`src/rtl/mem_master.sv`:
```
// Burst initiator for the single-port memory bus: turns read/write burst commands
// into per-word re_en/wr_en strobes and returns read words with valid/last.
module mem_master #(
  parameter int DATA_W = 18,
  parameter int ADDR_W = 13,
  parameter int LEN_W  = 3
) (
  input  logic              clk,
  input  logic              rst,
  input  logic              cmd_valid,
  output logic              cmd_ready,
  input  logic              cmd_we,
  input  logic [ADDR_W-1:0] cmd_addr,
  input  logic [LEN_W-1:0]  cmd_len,
  input  logic              wr_valid,
  output logic              wr_ready,
  input  logic [DATA_W-1:0] wr_data,
  output logic              rsp_valid,
  output logic [DATA_W-1:0] rsp_data,
  output logic              rsp_last,
  output logic              busy,
  output logic [ADDR_W-1:0] mem_address,
  output logic              mem_re_en,
  output logic              mem_wr_en,
  output logic [DATA_W-1:0] mem_wdata,
  input  logic [DATA_W-1:0] mem_rdata
);

  typedef enum logic [1:0] {IDLE, READ, DRAIN, WRITE} state_t;

  state_t             state;
  state_t             next_state;
  logic [ADDR_W-1:0]  cur_addr;
  logic [LEN_W-1:0]   remaining;
  logic               pending;
  logic               pending_last;
  logic               accept;
  logic               issue_rd;
  logic               issue_wr;
  logic               last_word;

  assign cmd_ready = (state == IDLE);
  assign wr_ready  = (state == WRITE);
  assign busy      = (state != IDLE);

  always_ff @(posedge clk or posedge rst) begin
    if (rst) state <= IDLE;
    else     state <= next_state;
  end

  // DRAIN only holds until the final read word lands in rsp_data.
  always_comb begin
    next_state = state;
    accept     = 1'b0;
    issue_rd   = 1'b0;
    issue_wr   = 1'b0;
    last_word  = (remaining == '0);
    case (state)
      IDLE: begin
        if (cmd_valid) begin
          accept     = 1'b1;
          next_state = cmd_we ? WRITE : READ;
        end
      end
      READ: begin
        issue_rd = 1'b1;
        if (last_word) next_state = DRAIN;
      end
      DRAIN: begin
        if (pending && pending_last) next_state = IDLE;
      end
      WRITE: begin
        if (wr_valid) begin
          issue_wr = 1'b1;
          if (last_word) next_state = IDLE;
        end
      end
      default: next_state = IDLE;
    endcase
  end

  // pending tracks the word the memory returns during the cycle after each strobe.
  always_ff @(posedge clk or posedge rst) begin
    if (rst) begin
      cur_addr     <= '0;
      remaining    <= '0;
      pending      <= 1'b0;
      pending_last <= 1'b0;
      mem_address  <= '0;
      mem_re_en    <= 1'b0;
      mem_wr_en    <= 1'b0;
      mem_wdata    <= '0;
      rsp_valid    <= 1'b0;
      rsp_data     <= '0;
      rsp_last     <= 1'b0;
    end else begin
      mem_re_en    <= issue_rd;
      mem_wr_en    <= issue_wr;
      pending      <= issue_rd;
      pending_last <= issue_rd && last_word;
      rsp_valid    <= pending;
      rsp_last     <= pending && pending_last;
      if (pending) rsp_data <= mem_rdata;
      if (accept) begin
        cur_addr  <= cmd_addr;
        remaining <= cmd_len;
      end else if (issue_rd || issue_wr) begin
        mem_address <= cur_addr;
        cur_addr    <= cur_addr + ADDR_W'(1);
        remaining   <= remaining - LEN_W'(1);
      end
      if (issue_wr) mem_wdata <= wr_data;
    end
  end

endmodule

```
`config.mk`:
```
export PLATFORM = sky130hd
export DESIGN_NAME = mem_master
export DESIGN_NICKNAME = d
export VERILOG_FILES = /design/src/rtl/mem_master.sv
export SDC_FILE = /design/constraint.sdc
export NUM_CORES = 1
export LEC_CHECK = 0
export ABC_AREA = 1
export CORE_UTILIZATION = 46
export DETAILED_ROUTE_END_ITERATION = 10
export PLACE_DENSITY = 0.93
export SLEW_MARGIN = 20
export SYNTH_ARGS = -nofsm -noshare
export SYNTH_HDL_FRONTEND = slang
export SYNTH_SLANG_ARGS = --single-unit
```
`constraint.sdc`:
```
create_clock -name clk -period 4.89 [get_ports clk]
set_clock_uncertainty 0.1 [all_clocks]
set_input_delay 0.7335 -clock clk [delete_from_list [all_inputs] [get_ports clk]]
set_output_delay 0.7335 -clock clk [all_outputs]
set_load 0.005 [all_outputs]
```
# Word level (Yosys, flattened, before mapping)
# Index checks and enable logic that the tools add are counted.
[totals] reg_bits=72 latchBits=0 ram_bits=0 mem_bits_ro=0 word_cells=47 memories=0
[classes] addsub=2 n_mul=0 n_div=0 n_lt_le_gt_ge=0 n_eq_ne=8 n_shift=0 n_mux=16 n_bitwise=1 reduce_logical=9
[op_table] operator="2-to-1 mux 13 bit" count=2
[op_table] operator="adder 13 x 1 -> 13 bit (second input constant)" count=1
[op_table] operator="2-to-1 mux 2 bit" count=6
[op_table] operator="inequality test 2 bit (second input constant)" count=4
[op_table] operator="case mux 2 bit (4 select lines)" count=1
[op_table] operator="2-to-1 mux 3 bit" count=2
[op_table] operator="2-to-1 mux 1 bit" count=5
[op_table] operator="AND reduction 5 bit" count=1
[op_table] operator="equality test 2 bit (second input constant)" count=2
[op_table] operator="nonzero test 2 bit" count=2
[op_table] operator="zero test 3 bit" count=1
[op_table] operator="subtractor 3 x 1 -> 3 bit (second input constant)" count=1
[op_table] operator="equality test 2 x 1 -> 1 bit (second input constant)" count=1
[op_table] operator="logical AND 1 bit" count=2
[op_table] operator="zero test 2 bit" count=1
[op_table] operator="inequality test 2 x 1 -> 1 bit (second input constant)" count=1
[op_table] operator="AND reduction 2 bit" count=1
[op_table] operator="logical OR 1 bit" count=1
[op_table] operator="NOT 1 bit" count=1

# Depth between registers and ports, before layout
# Gate-level depths: netlist of run 1.
[logic_depth] ltp_word=5 ltp_mapped=8 ltp_nobuf=7

# Worst setup path after synthesis of run 1
# No wires, ideal clock.
[synth_timing] path_kind="input to register" from="input wr_valid" to="register cur_addr[1]" setup_ns=0.120 arrival_ns=1.350 path_slack_ns=3.320 path_stages=7 path_buffers=2 cell_sequence="inv_2 > nand2_2 > nand2_4 > buf_6 > buf_6 > nor3_2 > nor2_1"
[synth_via] elab_chain_len=4
[synth_lines] element="start, declared" line_no="15" rtl="input logic wr_valid,"
[synth_lines] element="2-to-1 mux 1 bit" line_no="73" rtl="if (wr_valid) begin"
[synth_lines] element="2-to-1 mux 1 bit" line_no="58" rtl="case (state)"
[synth_lines] element="logical OR 1 bit" line_no="107" rtl="end else if (issue_rd || issue_wr) begin"
[synth_lines] element="nonzero test 2 bit (no line)"
[synth_lines] element="end signal, assigned" line_no="105" rtl="cur_addr <= cmd_addr;"
[synth_lines] element="end signal, assigned" line_no="109" rtl="cur_addr <= cur_addr + ADDR_W'(1);"
[synth_lines] element="end, declared" line_no="33" rtl="logic [ADDR_W-1:0] cur_addr;"
# No other way between the ends.
# A chain may end at the register's enable or synchronous reset.

==> out/metrics.sh, run 1 <==
RUN_STATUS='finished clean'
POWER_DENSITY_mW_PER_MM2=623.4
R2R_CELLS=7
FIN_SETUP_TNS_NS=0
CP-END-KIND='primary output'
REQUIRED_NS=4.06
STARTPOINT_TYPE='flip-flop'
PIN_COUNT_OF_THE_BIGGEST_NET_ENTERING_GLOBAL_ROUTING=44
CTS_MADE_BUFFERS=9
NUMBER_OF_LIBRARY_CELL_TYPES_MAPPED_BY_SYNTHESIS=26
POSTCTSHOLDBUFS=0
CTSRESIZECOUNT=0
CRIT_PATH_CATEGORY='flip-flop to primary output'
GRT_USE_TOTAL_PCT=22.32
PLACE.DETAILED.INSTANCES=561
DETAILED_PLACE_HPWL_UM=5555
DIE_HEIGHT_UM=85.95
WHS_NS=0.3874
MAX_SLEW.WORST_PIN.SLEW_NS=0.8662
CRIT_PATH_TOP_DELAY_CELL='sky130_fd_sc_hd__dfrtp_1'
LATEST_CLOCK_ARRIVAL_WITHIN_THE_WORST_SKEW_PAIR_NS=0.35
DEPTH_OF_THE_CRITICAL_TIMING_PATH_WITH_BUFFERS_AND_INVERTERS_INCLUDED=1
INSTANCES_NO_FILL=577
WL_UM=7717
TIMING.FINAL.CRIT_PERIOD_NS=2.688
SYN_AVG_CELL_AREA_UM2=8.955
START_UTIL_PCT=47.72
FINAL-SETUP-VIOL-COUNT=0
DIE-AREA_MM2=0.007387
ROUTABILITYCONGESTION=0.8021
TIMING.HOLD.WORST.CLASS='flip-flop to flip-flop'
CRITICAL_PATH.TOP_DELAY_FAMILY='flip-flops'
SYN2LAYOUT_AREA_GROWTH_PCT=42.15
CRITICAL_PATH.MAX_FANOUT=21
YS_FF_LATCH=72
YS_WARN_COUNT=0
CLKSINKCOUNT=72
PLACEMENT.IO_BUFFERS=112
FINALHOLDVIOLATIONS=0
FIRST_ITER_VIOLATIONS=120
REG2REG_SETUP_SLACK_NS=3.10
POST_ROUTE_CELLS_DRIVE_ABOVE_1_SHARE_PCT=10.81
POST-ROUTE-PERIOD-UTIL_PCT=54.96
SYN_NETS=422
CTSROOTBUFFERMASTER='sky130_fd_sc_hd__clkbuf_8'
SYN_AREA_MM2=0.003242
CTS-ROOT-TO-SINK-BUFFERS=2
DETAIL-ROUTE-ANTENNA-NETS=0
WORSTPATHBUFFERINVERTERCOUNT=1
CTS_SETUP_BUFFERS=0
DIODES=0
UTILIZATION_PCT=67.83
POST-ROUTE-DRC-COUNT=0
CELLLEAKAGEPOWER_nW=2.179
WORST_PATH_ARRIVAL_NS=1.85
TIMING.FMAX_MHz=372.1
FINAL-MAX-SLEW-VIOLATION-COUNT=0
GRT_ANTENNA_BEFORE_REPAIR=0
WORSTPATHCELLLIST='clkdlybuf4s50_1'
ROUTEDWLPERCELL_UM=13.37
SLEW_HEADROOM_PCT=42.17
DR.PASS1.ITERS=4
TIMING.CRITICAL_PATH.SLOWEST_CELL_DELAY_NS=0.87
TRITONCTS_CLOCK_TREE='done'
PEAKVDDDROP_mV=0.3014
FIRST_GLOBAL_VIAS=2762
POSTSYNTHCELLCOUNT=362
VIAS=2784
NUM-NETS-FINAL=536
FLOORPLAN.IO_PINS=113
PLACEABLECOREAREA_MM2=0.006794
SEQ_AREA_FRAC_SYNTH_PCT=55.58
CORE.ROWCOUNT=30
VIASPERCELL=4.825
CAP_VIOL_MAX_COUNT=0
CLKTRANSATPATHREGS_NS=0.08
GRT_SETUP_UNREPAIRED='no'
DIEWIDTH_UM=85.95
GLOBAL_ROUTE.OVERFLOW_TOTAL=0
MIN_DELAY_PATH_DEPTH=2
GRT_PASS1_WL_UM=12710
CLOCK_TREE.HTREE_LEVEL_COUNT=3
==> placed cells by master, fill, tap and decap left out, drive strengths merged <==
| cell | count |
|---|---|
| clkdlybuf4s50 | 112 |
| inv | 40 |
| clkbuf | 10 |
| o21ai | 14 |
| clkinv | 2 |
| nand2 | 137 |
| mux2 | 18 |
| nor2 | 30 |
| bufinv | 1 |
| dfrtp | 72 |
| buf | 1 |
| clkinvlp | 2 |
| a31oi | 1 |
| o211ai | 3 |
| o22ai | 2 |
| ha | 3 |
| xor2 | 2 |
| a21oi | 2 |
| or2 | 1 |
| nor3 | 1 |
| nand3 | 27 |
==> logic make-up (layout without fill, tap and decap cells) <==
| kind of cell | after synthesis | in the layout | synth area share, % |
|---|---|---|---|
| AND/OR/NAND/NOR | 196 | 196 | 25.20 |
| flip-flops | 72 | 72 | 55.58 |
| buffers and inverters | 49 | 168 | 7.295 |
| AO/OA/AOI/OAI | 22 | 22 | 3.975 |
| multiplexers | 18 | 18 | 6.252 |
| adder cells (fa/ha/maj) | 3 | 3 | 1.158 |
| XOR/XNOR | 2 | 2 | 0.5404 |
==> per-stage QoR <==
stage	instance area, um^2	setup slack, ns	total power, mW
final	4608	2.202	2.873
after global routing	4608	2.093	3.095
after CTS	4608	2.205	2.893
after detailed placement	4403	2.473	2.398
after global placement	4403	2.500	2.324
after floorplan	3242	2.232	1.781
==> where the power goes <==
part / total [mW] / internal [mW] / switching, mW
registers: 1.10 / 0.882 / 0.220
logic: 1.28 / 0.700 / 0.584
clock network: 0.486 / 0.251 / 0.235
total: 2.87 / 1.83 / 1.04
==> path summary, 6_finish.rpt <==
path | from | endpoint
worst max register to register | state[0]$_DFFE_PP0P_ | cur_addr[10]$_DFFE_PP0P_
worst max-delay path | pending$_DFF_PP0_ | mem_re_en
worst min register to register | mem_wdata[3]$_DFFE_PP0P_ | mem_wdata[3]$_DFFE_PP0P_
min in group asynchronous | rst | mem_address[8]$_DFFE_PP0P_
worst min-delay path | mem_wdata[3]$_DFFE_PP0P_ | mem_wdata[3]$_DFFE_PP0P_
max in group asynchronous | rst | mem_wdata[14]$_DFFE_PP0P_
==> cells in the mapped netlist <==
cell | n | share of area, %
sky130_fd_sc_hd__or2_2 | 1 | 0.19
sky130_fd_sc_hd__a21oi_2 | 1 | 0.27
sky130_fd_sc_hd__nand3_1 | 27 | 4.2
sky130_fd_sc_hd__o21ai_1 | 3 | 0.46
sky130_fd_sc_hd__o21ai_0 | 10 | 1.5
sky130_fd_sc_hd__buf_2 | 4 | 0.62
sky130_fd_sc_hd__o22ai_1 | 2 | 0.39
sky130_fd_sc_hd__inv_4 | 1 | 0.19
sky130_fd_sc_hd__inv_2 | 5 | 0.58
sky130_fd_sc_hd__ha_1 | 3 | 1.2
sky130_fd_sc_hd__nand2_4 | 2 | 0.69
sky130_fd_sc_hd__nand2_8 | 1 | 0.62
sky130_fd_sc_hd__nand2_1 | 132 | 15
sky130_fd_sc_hd__a31oi_1 | 1 | 0.19
sky130_fd_sc_hd__inv_1 | 33 | 3.8
sky130_fd_sc_hd__a21oi_1 | 1 | 0.15
sky130_fd_sc_hd__nor2_2 | 1 | 0.19
sky130_fd_sc_hd__dfrtp_1 | 72 | 56
sky130_fd_sc_hd__o211ai_1 | 3 | 0.69
sky130_fd_sc_hd__nand2_2 | 2 | 0.39
sky130_fd_sc_hd__o21ai_2 | 1 | 0.27
sky130_fd_sc_hd__buf_6 | 6 | 2.1
sky130_fd_sc_hd__nor2_1 | 29 | 3.4
sky130_fd_sc_hd__mux2_2 | 18 | 6.3
sky130_fd_sc_hd__nor3_2 | 1 | 0.31
sky130_fd_sc_hd__xor2_1 | 2 | 0.54
==> layer usage <==
metal  vias up  track usage [%]  routed length (um)
li1       1354                -                   -
met4         0            10.30                 140
met5         -                0                   0
met3        14            4.909                 469
met2       101            36.94                3891
met1      1315            27.97                3215
==> registers in the layout, summed over array words and instances, names as in the netlist <==
name          cells
cur_addr         13
mem_address      13
mem_wdata        18
mem_wr_en         1
pending           1
pending_last      1
remaining         3
rsp_data         18
rsp_last          1
rsp_valid         1
state             2
==> layout make-up <==
type / instances / area, um^2
clock buffers: 10 / 137.6
clock inverters: 6 / 67.56
fillers: 509 / 2186
inverters: 39 / 148.9
multi-input cells: 241 / 1204
flip-flops and latches: 72 / 1802
well taps: 96 / 120.1
repair buffers: 113 / 1129
==> worst min-delay path: stages (launching register included) <==
cell                      delay, ns
sky130_fd_sc_hd__dfrtp_1       0.35
sky130_fd_sc_hd__nand2_1       0.06
sky130_fd_sc_hd__nand2_1       0.05
No activity file was read; power rests on OpenSTA's default activity.
==> run 2: changes to the inputs <==
CORE_UTILIZATION = 45   (was 46)
PLACE_DENSITY = 0.92   (was 0.93)
clock period = 2.7 ns   (was 4.89 ns; I/O delays follow)
==> run 2 against run 1 <==
Hold slack lost 0.11 ns. First-iteration DRC count grew 5.8%. Setup slack lost 1.6 ns. Register-to-register slack lost 2.1 ns. Total power grew 83%. Highest routed layer unchanged. Global-route usage shrank 1.5 points. Critical path depth grew 1. Die area grew 2.2%. Core utilization shrank 0.067 points. Clock-buffer cell count grew 2. Flip-flop and latch count is the same.
==> out/metrics.sh, run 2 (same netlist as run 1, synthesis figures left out) <==
MOSTFREQUENTLAYOUTCELLS='sky130_fd_sc_hd__nand2_1, sky130_fd_sc_hd__clkdlybuf4s50_1, sky130_fd_sc_hd__dfrtp_1'
CAP_VIOL_MAX_COUNT=0
CRITICAL_PATH.TOP_DELAY_FAMILY='buffers and inverters'
TIMING.FINAL.CRIT_PERIOD_NS=2.133
NUM-NETS-FINAL=537
WORST_PATH_ARRIVAL_NS=1.63
CLKSINKCOUNT=72
LAYOUT.CELLS.MOST_COMMON='sky130_fd_sc_hd__nand2_1'
POWER_DENSITY_mW_PER_MM2=1129
POST_ROUTE_CELLS_DRIVE_ABOVE_1_SHARE_PCT=10.79
VIASPERCELL=4.761
MAX_SLEW.WORST_PIN.SLEW_NS=0.4226
REQUIRED_NS=2.19
CRITICAL_PATH.MAX_FANOUT=6
PLACEMENT.IO_BUFFERS=112
CELLLEAKAGEPOWER_nW=2.202
GRT_PASS1_WL_UM=12070
CLKTRANSATPATHREGS_NS=0.08
STARTPOINT_TYPE='flip-flop'
SLEW_HEADROOM_PCT=71.78
FLOORPLAN.IO_PINS=113
FIRST_ITER_VIOLATIONS=127
TIMING.CRITICAL_PATH.SLOWEST_CELL_DELAY_NS=0.55
LATEST_CLOCK_ARRIVAL_WITHIN_THE_WORST_SKEW_PAIR_NS=0.34
PLACEABLECOREAREA_MM2=0.006869
CORE.ROWCOUNT=30
VIAS=2752
POSTCTSHOLDBUFS=0
CTS_MADE_BUFFERS=9
GRT_ANTENNA_BEFORE_REPAIR=0
INSTANCES_NO_FILL=578
RUN_STATUS='finished clean'
LARGEST_REGISTERS='mem_wdata x18, rsp_data x18'
CTSRESIZECOUNT=0
CP-END-KIND='primary output'
WL_UM=7295
GRT_SETUP_UNREPAIRED='no'
PIN_COUNT_OF_THE_BIGGEST_NET_ENTERING_GLOBAL_ROUTING=54
DEPTH_OF_THE_CRITICAL_TIMING_PATH_WITH_BUFFERS_AND_INVERTERS_INCLUDED=2
DIODES=0
CRIT_PATH_CATEGORY='flip-flop to primary output'
DR.PASS1.ITERS=4
POST-ROUTE-PERIOD-UTIL_PCT=78.99
R2R_CELLS=7
POST-ROUTE-DRC-COUNT=0
PLACE.DETAILED.INSTANCES=562
FINALHOLDVIOLATIONS=0
GRT_USE_TOTAL_PCT=20.84
DIE-AREA_MM2=0.007547
CTSROOTBUFFERMASTER='sky130_fd_sc_hd__clkbuf_8'
TIMING.HOLD.WORST.CLASS='primary input to async pin'
SYN2LAYOUT_AREA_GROWTH_PCT=43.57
PEAKVDDDROP_mV=0.4851
DIE_HEIGHT_UM=86.88
CTS-ROOT-TO-SINK-BUFFERS=2
CLOCK_TREE.HTREE_LEVEL_COUNT=3
CTS_SETUP_BUFFERS=0
CRIT_PATH_TOP_DELAY_CELL='sky130_fd_sc_hd__clkdlybuf4s50_1'
WORSTPATHBUFFERINVERTERCOUNT=1
ROUTEDWLPERCELL_UM=12.62
DETAILED_PLACE_HPWL_UM=5378
ROUTABILITYCONGESTION=0.8065
START_UTIL_PCT=47.19
FIN_SETUP_TNS_NS=0
GLOBAL_ROUTE.OVERFLOW_TOTAL=0
FINAL-MAX-SLEW-VIOLATION-COUNT=0
WORSTPATHCELLLIST='nor2_2 -> clkdlybuf4s50_1'
DETAIL-ROUTE-ANTENNA-NETS=0
FINAL-SETUP-VIOL-COUNT=0
TRITONCTS_CLOCK_TREE='done'
TIMING.FMAX_MHz=468.9
FIRST_GLOBAL_VIAS=2729
DIEWIDTH_UM=86.88
[run 2: worst paths after layout]
| check | start | end | slack (ns) |
|---|---|---|---|
| worst max-delay path | state[0]$_DFFE_PP0P_ | cmd_ready | 0.57 |
| worst min-delay path | rst | mem_wdata[7]$_DFFE_PP0P_ | 0.27 |
| worst max register to register | state[0]$_DFFE_PP0P_ | cur_addr[10]$_DFFE_PP0P_ | 0.96 |
| worst min register to register | pending_last$_DFF_PP0_ | rsp_last$_DFF_PP0_ | 0.38 |
| max in group asynchronous | rst | mem_address[4]$_DFFE_PP0P_ | 1.61 |
| min in group clk | pending_last$_DFF_PP0_ | rsp_last$_DFF_PP0_ | 0.38 |
[run 2: metrics by stage]
step | total power [mW] | util, % | hold slack, ns | worst slack [ns] | instance area [um^2]
finish | 5.257 | 67.76 | 0.2746 | 0.5671 | 4654
global route | 5.685 | 67.76 | 0.3323 | 0.4864 | 4654
CTS | 5.317 | 67.76 | 0.2765 | 0.5487 | 4654
detailed placement | 4.334 | 64.39 | 0.3619 | 0.6040 | 4423
global placement | 4.215 | 64.39 | 0.3485 | 0.6461 | 4423
floorplan | 3.226 | - | 0.2909 | 0.3701 | 3242
[run 2: routing by layer]
layer | vias to the layer above | global-route usage, % | part of all wire, %
met2 | 99 | 35.15 | 47
met4 | 0 | 10.15 | 2.0
met5 | - | 0 | 0
met1 | 1276 | 25.50 | 44
met3 | 16 | 4.360 | 6.9
li1 | 1361 | - | -
[run 2: final cells by class]
class | instances | area (um^2)
fill | 517 | 2215
inverter | 39 | 148.9
multi-input combinational | 241 | 1204
clock inverter | 4 | 76.32
sequential | 72 | 1802
tap | 96 | 120.1
timing repair buffer | 114 | 1149
clock buffer | 12 | 155.1
[run 2: power by group]
part           internal [mW]  total, mW  leakage, nW  switching (mW)
sequential              1.60       1.94        0.879           0.344
combinational           1.27       2.35         1.21            1.08
clock                  0.573      0.961        0.113           0.388
